**config.mk**
```make
export PLATFORM = sky130hd
export DESIGN_NAME = ahb_lite_csr_bridge_flat
export DESIGN_NICKNAME = d
export VERILOG_FILES = /design/src/rtl/ahb_lite_csr_bridge_if.sv /design/src/rtl/ahb_lite_csr_bridge.sv /design/src/flat_wrapper.sv
export SDC_FILE = /design/constraint.sdc
export NUM_CORES = 1
export LEC_CHECK = 0
export CAP_MARGIN = 20
export CORE_MARGIN = 2
export CORE_UTILIZATION = 40
export DETAILED_ROUTE_END_ITERATION = 8
export PLACE_DENSITY = 0.8
export SLEW_MARGIN = 30
export SYNTH_ARGS = -nofsm -noshare
export SYNTH_HDL_FRONTEND = slang
export SYNTH_SLANG_ARGS = --single-unit
export TNS_END_PERCENT = 30
```
**constraint.sdc**
```tcl
create_clock -name clk -period 3.95 [get_ports clk]
set_input_delay 0.79 -clock clk [delete_from_list [all_inputs] [get_ports clk]]
set_output_delay 0.79 -clock clk [all_outputs]
set_load 0.01 [all_outputs]
```
**src/rtl/ahb_lite_csr_bridge_if.sv**
```systemverilog
// AHB-Lite slave bus plus CSR register port, bundled for the bridge.
interface ahb_lite_csr_bridge_if;
    logic        HSEL;
    logic [31:0] HADDR;
    logic [1:0]  HTRANS;
    logic        HWRITE;
    logic [2:0]  HSIZE;
    logic [31:0] HWDATA;
    logic        HREADY;
    logic        HREADYOUT;
    logic        HRESP;
    logic [31:0] HRDATA;
    logic [31:0] reg_addr;
    logic [31:0] reg_din;
    logic        reg_we;
    logic        reg_re;
    logic [31:0] reg_dout;

    // Bridge side: answers AHB, initiates register accesses.
    modport slave (
        input  HSEL, HADDR, HTRANS, HWRITE, HSIZE, HWDATA, HREADY, reg_dout,
        output HREADYOUT, HRESP, HRDATA, reg_addr, reg_din, reg_we, reg_re
    );

    // Environment side: AHB master plus CSR block.
    modport master (
        output HSEL, HADDR, HTRANS, HWRITE, HSIZE, HWDATA, HREADY, reg_dout,
        input  HREADYOUT, HRESP, HRDATA, reg_addr, reg_din, reg_we, reg_re
    );
endinterface

```
**src/rtl/ahb_lite_csr_bridge.sv**
```systemverilog
// AHB-Lite to CSR bridge: single-cycle writes, wait-stated reads,
// two-cycle ERROR response for out-of-range or non-word accesses.
module ahb_lite_csr_bridge #(
    parameter int unsigned ADDR_LO   = 1,
    parameter int unsigned ADDR_HI   = 5,
    parameter int unsigned READ_WAIT = 1
) (
    input  logic                  clk,
    input  logic                  rst,
    ahb_lite_csr_bridge_if.slave  bus
);

    localparam int unsigned CNT_W = 3;
    localparam int unsigned IDX_W = 30;

    typedef enum logic [2:0] {
        IDLE,
        WR,
        RD_WAIT,
        RD_DONE,
        ERR1,
        ERR2
    } state_t;

    state_t             state_q;
    logic               hreadyout_q;
    logic               hresp_q;
    logic               reg_we_q;
    logic               reg_re_q;
    logic [31:0]        hrdata_q;
    logic [31:0]        reg_addr_q;
    logic [31:0]        reg_din_q;
    logic [CNT_W-1:0]   cnt_q;

    logic [IDX_W-1:0]   idx_c;
    logic               accept_c;
    logic               legal_c;
    logic               unused_ok;

    // Address-phase decode; a new transfer is only taken while we are ready.
    assign idx_c    = bus.HADDR[31:2];
    assign accept_c = bus.HSEL & bus.HREADY & bus.HTRANS[1] & hreadyout_q;
    assign legal_c  = (idx_c >= IDX_W'(ADDR_LO)) && (idx_c <= IDX_W'(ADDR_HI))
                      && (bus.HSIZE == 3'b010);
    assign unused_ok = &{1'b0, bus.HADDR[1:0], bus.HTRANS[0]};

    // Transfer FSM with registered bus and strobe outputs.
    always_ff @(posedge clk or posedge rst) begin
        if (rst) begin
            state_q     <= IDLE;
            hreadyout_q <= 1'b1;
            hresp_q     <= 1'b0;
            reg_we_q    <= 1'b0;
            reg_re_q    <= 1'b0;
            hrdata_q    <= 32'd0;
            reg_addr_q  <= 32'd0;
            reg_din_q   <= 32'd0;
            cnt_q       <= '0;
        end else begin
            reg_we_q <= 1'b0;
            reg_re_q <= 1'b0;
            if (state_q == WR) begin
                reg_din_q <= bus.HWDATA;
            end
            case (state_q)
                RD_WAIT: begin
                    if (cnt_q == '0) begin
                        hrdata_q    <= bus.reg_dout;
                        state_q     <= RD_DONE;
                        hreadyout_q <= 1'b1;
                    end else begin
                        cnt_q <= cnt_q - CNT_W'(1);
                    end
                end
                ERR1: begin
                    state_q     <= ERR2;
                    hreadyout_q <= 1'b1;
                    hresp_q     <= 1'b1;
                end
                default: begin
                    if (accept_c && !legal_c) begin
                        state_q     <= ERR1;
                        hreadyout_q <= 1'b0;
                        hresp_q     <= 1'b1;
                    end else if (accept_c && bus.HWRITE) begin
                        state_q     <= WR;
                        reg_we_q    <= 1'b1;
                        reg_addr_q  <= {2'b00, idx_c};
                        hreadyout_q <= 1'b1;
                        hresp_q     <= 1'b0;
                    end else if (accept_c) begin
                        state_q     <= RD_WAIT;
                        reg_re_q    <= 1'b1;
                        reg_addr_q  <= {2'b00, idx_c};
                        hreadyout_q <= 1'b0;
                        hresp_q     <= 1'b0;
                        cnt_q       <= CNT_W'(READ_WAIT - 1);
                    end else begin
                        state_q     <= IDLE;
                        hreadyout_q <= 1'b1;
                        hresp_q     <= 1'b0;
                    end
                end
            endcase
        end
    end

    // Write data passes straight through during WR, otherwise the last write is held.
    assign bus.reg_din   = (state_q == WR) ? bus.HWDATA : reg_din_q;
    assign bus.HREADYOUT = hreadyout_q;
    assign bus.HRESP     = hresp_q;
    assign bus.HRDATA    = hrdata_q;
    assign bus.reg_addr  = reg_addr_q;
    assign bus.reg_we    = reg_we_q;
    assign bus.reg_re    = reg_re_q;

endmodule
```
**src/flat_wrapper.sv**
```systemverilog
// flat-port wrapper written by rule: the top's interface ports become plain ports
module ahb_lite_csr_bridge_flat 
#(
    parameter int unsigned ADDR_LO   = 1,
    parameter int unsigned ADDR_HI   = 5,
    parameter int unsigned READ_WAIT = 1
)
  (clk, rst, bus_HSEL, bus_HADDR, bus_HTRANS, bus_HWRITE, bus_HSIZE, bus_HWDATA, bus_HREADY, bus_reg_dout, bus_HREADYOUT, bus_HRESP, bus_HRDATA, bus_reg_addr, bus_reg_din, bus_reg_we, bus_reg_re);
  ahb_lite_csr_bridge_if bus_i ();
  input  logic clk;
  input  logic rst;
  input wire logic [$bits(bus_i.HSEL)-1:0] bus_HSEL;
  input wire logic [$bits(bus_i.HADDR)-1:0] bus_HADDR;
  input wire logic [$bits(bus_i.HTRANS)-1:0] bus_HTRANS;
  input wire logic [$bits(bus_i.HWRITE)-1:0] bus_HWRITE;
  input wire logic [$bits(bus_i.HSIZE)-1:0] bus_HSIZE;
  input wire logic [$bits(bus_i.HWDATA)-1:0] bus_HWDATA;
  input wire logic [$bits(bus_i.HREADY)-1:0] bus_HREADY;
  input wire logic [$bits(bus_i.reg_dout)-1:0] bus_reg_dout;
  output wire logic [$bits(bus_i.HREADYOUT)-1:0] bus_HREADYOUT;
  output wire logic [$bits(bus_i.HRESP)-1:0] bus_HRESP;
  output wire logic [$bits(bus_i.HRDATA)-1:0] bus_HRDATA;
  output wire logic [$bits(bus_i.reg_addr)-1:0] bus_reg_addr;
  output wire logic [$bits(bus_i.reg_din)-1:0] bus_reg_din;
  output wire logic [$bits(bus_i.reg_we)-1:0] bus_reg_we;
  output wire logic [$bits(bus_i.reg_re)-1:0] bus_reg_re;
  assign bus_i.HSEL = bus_HSEL;
  assign bus_i.HADDR = bus_HADDR;
  assign bus_i.HTRANS = bus_HTRANS;
  assign bus_i.HWRITE = bus_HWRITE;
  assign bus_i.HSIZE = bus_HSIZE;
  assign bus_i.HWDATA = bus_HWDATA;
  assign bus_i.HREADY = bus_HREADY;
  assign bus_i.reg_dout = bus_reg_dout;
  assign bus_HREADYOUT = bus_i.HREADYOUT;
  assign bus_HRESP = bus_i.HRESP;
  assign bus_HRDATA = bus_i.HRDATA;
  assign bus_reg_addr = bus_i.reg_addr;
  assign bus_reg_din = bus_i.reg_din;
  assign bus_reg_we = bus_i.reg_we;
  assign bus_reg_re = bus_i.reg_re;
  ahb_lite_csr_bridge #(.ADDR_LO(ADDR_LO), .ADDR_HI(ADDR_HI), .READ_WAIT(READ_WAIT)) u_core (.clk(clk), .rst(rst), .bus(bus_i));
endmodule
```
# Word-level counts from Yosys, hierarchy flattened
# Cells that the tools add are included.
[classes]
bitwise = 6
n_reduce_logical = 12
addsub = 1
order_cmp = 2
n_mux = 27
n_eq_ne = 8
[ops]
columns = ["cell", "count"]
rows = [
  ["$mux W32", 3],
  ["$ge A30 B1 Y1 const B", 1],
  ["$le A30 B3 Y1 const B", 1],
  ["$mux W3", 7],
  ["$mux W1", 12],
  ["$pmux W3 S2", 2],
  ["$eq A3 B2 Y1 const B", 2],
  ["$ne A2 B2 Y1 const B", 3],
  ["$reduce_and A5 Y1", 1],
  ["$logic_and A1 B1 Y1", 4],
  ["$pmux W1 S2", 2],
  ["$reduce_bool A2 Y1", 2],
  ["$and A1 B1 Y1", 3],
  ["$eq A3 B1 Y1 const B", 1],
  ["$eq A3 B3 Y1 const B", 1],
  ["$logic_not A3 Y1", 1],
  ["$not A1 Y1", 3],
  ["$reduce_and A3 Y1", 1],
  ["$sub A3 B1 Y3 const B", 1],
  ["$mux W2", 1],
  ["$ne A2 B1 Y1 const B", 1],
  ["$reduce_and A2 Y1", 1],
  ["$reduce_or A2 Y1", 1],
  ["$logic_not A1 Y1", 1],
]
[totals]
word_cells = 65
ff_bits = 106
inputBits = 106
output_inout_bits = 100

# Depth between registers and ports, before layout
[logic_depth]
depth_word = 7
ltp_mapped = 7
ltp_nobuf = 7

# Least setup slack after synthesis
# Ideal clock, no wire load.
[synth_timing]
kind = "register to output"
startpoint = "reg u_core.state_q[2]"
endpoint = "out bus_reg_din[10]"
path_slack_ns = 1.610
t_arrival_ns = 1.550
required_ns = 3.160
path_stages_with_launch = 5
path_cell_list = "dfrtp_1 > clkbuf_1 > nor3b_1 > buf_2 > mux2_2"
[synth_between]
elab_chain_len = 2
[synth_lines]
columns = ["element", "line_no", "source"]
rows = [
  ["start: declaration", "ahb_lite_csr_bridge.sv:25", "state_t state_q;"],
  ["start signal: assignment", "ahb_lite_csr_bridge.sv:50", "state_q <= IDLE;"],
  ["start signal: assignment", "ahb_lite_csr_bridge.sv:69", "state_q <= RD_DONE;"],
  ["start signal: assignment", "ahb_lite_csr_bridge.sv:76", "state_q <= ERR2;"],
  ["$eq A3 B1 Y1", "ahb_lite_csr_bridge.sv:109", "assign bus.reg_din = (state_q == WR) ? bus.HWDATA : reg_din_q;"],
  ["$mux W32", "n/a", ""],
  ["end: declaration", "flat_wrapper.sv:24", "output wire logic [$bits(bus_i.reg_din)-1:0] bus_reg_din;"],
]
# No other way between the ends.

# Worst setup path in the final report
[layout_timing]
startpoint = "reg u_core.state_q[2]"
endpoint = "out bus_reg_din[28]"
# The elaborated chain is that of the path after synthesis.

==> flow_summary.yaml <==
run:
  cap_violations: 0
synthesis:
  synthArstFlopShare_pct: 100.0
  synth_seq_area_share_pct: 63.10
  synth-edff-count: 0
  netlist_instances: 294
  synth_ff_type: "dfrtp_1"
  ys_types: 42
  avgSynthCellArea_sq_um: 14.04
  syn_area_sq_um: 4126
  synth-seq-cells: 104
  yosys_warnings: 0
clocking:
  clk_path_buf_depth: 2
  htreeDepth: 3
  cts.sinks: 104
  root_buffer: "clkbuf_8"
  cts-buffers-inserted: 9
  clkSlewWorstSetupHoldPaths_ns: 0.10
  cts_resized: 0
  holdBufCountCts: 0
  cts_tree: "built"
  clk-insertion-delay-late_ns: 0.36
  postCtsSetupRepairBufs: 0
timing:
  fmax_mhz: 310.9
  rsz0062_at_grt: "false"
  fin_crit_sh_pct: 81.42
  fin_setup_tns_ns: 0
  hold_viol: 0
  worst_clock_skew_ns: 0.02188
  fin_crit_ns: 3.216
  slew-limit-headroom_pct: 59.21
  worstMarginPinSlew_ns: 0.6119
  slew_viol_final: 0
  setup_viol_count_final: 0
global_routing:
  overflow: 0
  grt_pass1_vias: 3289
  grt_max_degree: 72
  grt_pass1_wl_microns: 16240
  track_usage_pct: 18.09
  antenna_found_initial: 0
power_and_ir_drop:
  powerDensity_nw_per_um2: 478.1
  pwr-share-comb_pct: 37.0
  p_sw_w: 0.0008807
  pwr-share-seq_pct: 43.5
  ir_worst_vdd_v: 0.0002616
  p_leak_nw: 2.774
  clkPwrFrac_pct: 19.5
  sw_frac_of_total_pct: 28.57
  internal_power_w: 0.002202
setup_path:
  worst_setup_path_end_kind: "output pin"
  critical_path_class: "flip-flop to output pin"
  critical-path-top-delay-family: "buffers and inverters"
  worst_ep_required_time_ns: 3.16
  path_cells: "nor3b_2 -> buf_4 -> mux2_2 -> clkdlybuf4s50_1"
  slowest_delay_ns: 0.56
  cp-start-kind: "flip-flop"
  worstPathArrival_ns: 2.43
  cp_num_buf_inv: 2
  crit_slowest_cell: "dfrtp_1"
  worst-path-max-fanout: 22
route:
  wire_per_inst_microns: 15.53
  drt_wl_total_microns: 9890
  final_antenna_net_count: 0
  routed_via_density: 4.788
  dr.pass1.iters: 4
  via_count: 3050
  first_iter_violations: 162
  drc: 0
layout:
  drive_above_1_share_pct: 19.36
  n_fill_cell: 783
  layout_commonest_cell: "clkdlybuf4s50_1"
  syn_to_final_growth_pct: 56.25
  stdcell_count: 637
  finalNetCount: 604
  multi_input_area_sq_um: 1429
  diodes: 0
  regArea_sq_um: 2604
  layout_common_cells: "clkdlybuf4s50_1, dfrtp_1, mux2_2"
floorplan:
  initial_core_util_pct: 40.52
  die_y_microns: 105.6
  rows: 37
  dieArea_sq_um: 11150
  num_io_pins: 206
  die_x_microns: 105.6
  core_sq_um: 10180
placement:
  gp_congestion: 0.8526
  dpl.hpwl_microns: 7339
  placed_cells: 621
  port_buffers: 200
hold_path:
  hold_class: "flip-flop to flip-flop"
status:
  outcome: "complete, no violations"
## path summary, 6_finish.rpt
| check | endpoint | slack [ns] | start | depth (start not counted) |
|---|---|---|---|---|
| max | bus_reg_din[28] | 0.73 | u_core.state_q[2]$_DFFE_PP0P_ | 4 |
| min | u_core.bus.reg_addr[25]$_DFFE_PP0P_ | 0.49 | u_core.bus.reg_addr[25]$_DFFE_PP0P_ | 1 |
| max reg2reg | u_core.bus.reg_addr[0]$_DFFE_PP0P_ | 2.00 | u_core.state_q[2]$_DFFE_PP0P_ | 5 |
| min reg2reg | u_core.bus.reg_addr[25]$_DFFE_PP0P_ | 0.49 | u_core.bus.reg_addr[25]$_DFFE_PP0P_ | 1 |
| max in group asynchronous | u_core.reg_din_q[31]$_DFF_PP0_ | 2.34 | rst | 3 |
| min in group asynchronous | u_core.bus.reg_addr[12]$_DFFE_PP0P_ | 0.89 | rst | 2 |
## layer usage
metal | vias up | GRT usage, % | part of all wire, %
li1 | 1417 | - | -
met3 | 12 | 5.009 | 6.8
met1 | 1506 | 22.36 | 41
met2 | 115 | 31.38 | 51
met4 | 0 | 4.605 | 1.2
met5 | - | 0 | 0
## logic make-up after synthesis
family,synth area share [%]
simple gates,11.98
mux,18.83
compound gates,2.699
flops,63.10
fa+ha+maj,0.6063
xor+xnor,0.2123
buf+inv,2.486
other cells,0.09088
## through the flow
step | power, W | area (sq um) | worst slack (ns) | hold slack (ns) | util (%)
finish | 0.003082 | 6447 | 0.7339 | 0.4921 | 63.30
global route | 0.003270 | 6447 | 0.6136 | 0.5102 | 63.30
CTS | 0.003130 | 6445 | 0.7014 | 0.4959 | 63.28
detailed placement | 0.002515 | 6267 | 0.8775 | 0.4715 | 61.54
global placement | 0.002479 | 6267 | 0.8959 | 0.4684 | 61.54
floorplan | 0.001863 | 4130 | 0.4295 | 0.4968 | -
## state kept, by name, indices dropped and copies added (netlist names)
register              cells
u_core.bus.reg_re         1
u_core.state_q            3
u_core.bus.HRDATA        32
u_core.bus.HRESP          1
u_core.bus.reg_we         1
u_core.cnt_q              3
u_core.bus.reg_addr      30
u_core.bus.HREADYOUT      1
u_core.reg_din_q         32
## area by class of cell
| class | instances | share of cell area, % |
|---|---|---|
| inverters | 6 | 0.4269 |
| clock inverters | 6 | 0.7762 |
| clock buffers | 10 | 1.979 |
| flip-flops and latches | 104 | 40.38 |
| well taps | 136 | 2.639 |
| repair buffers | 205 | 31.63 |
| multi-input cells | 170 | 22.16 |
## synth_stat cells, drive strengths merged, types with 2 or more instances
master | number | area, sq um
dfrtp | 103 | 2577
mux2 | 68 | 777.0
and2 | 27 | 168.9
nand2 | 12 | 47.55
nor2 | 12 | 45.04
buf | 10 | 61.30
nor4 | 10 | 96.35
inv | 6 | 22.52
clkbuf | 5 | 18.77
a21o | 3 | 22.52
nand3 | 3 | 15.01
nand4 | 3 | 25.02
a211oi | 2 | 15.01
a21oi | 2 | 10.01
and3 | 2 | 12.51
ha | 2 | 25.02
nand2b | 2 | 12.51
nor3 | 2 | 10.01
o21ai | 2 | 10.01
o22ai | 2 | 12.51
or3 | 2 | 12.51
## power by group through the flow
stage / combinational (W) / clock (W) / sequential [W]
floorplan: 0.000526 / 0 / 0.00134
global placement: 0.00113 / 0 / 0.00135
detailed placement: 0.00115 / 0 / 0.00136
CTS: 0.00116 / 0.000631 / 0.00134
global route: 0.00122 / 0.000682 / 0.00137
finish: 0.00114 / 0.000601 / 0.00134
Power figures use the tool's default switching activity.
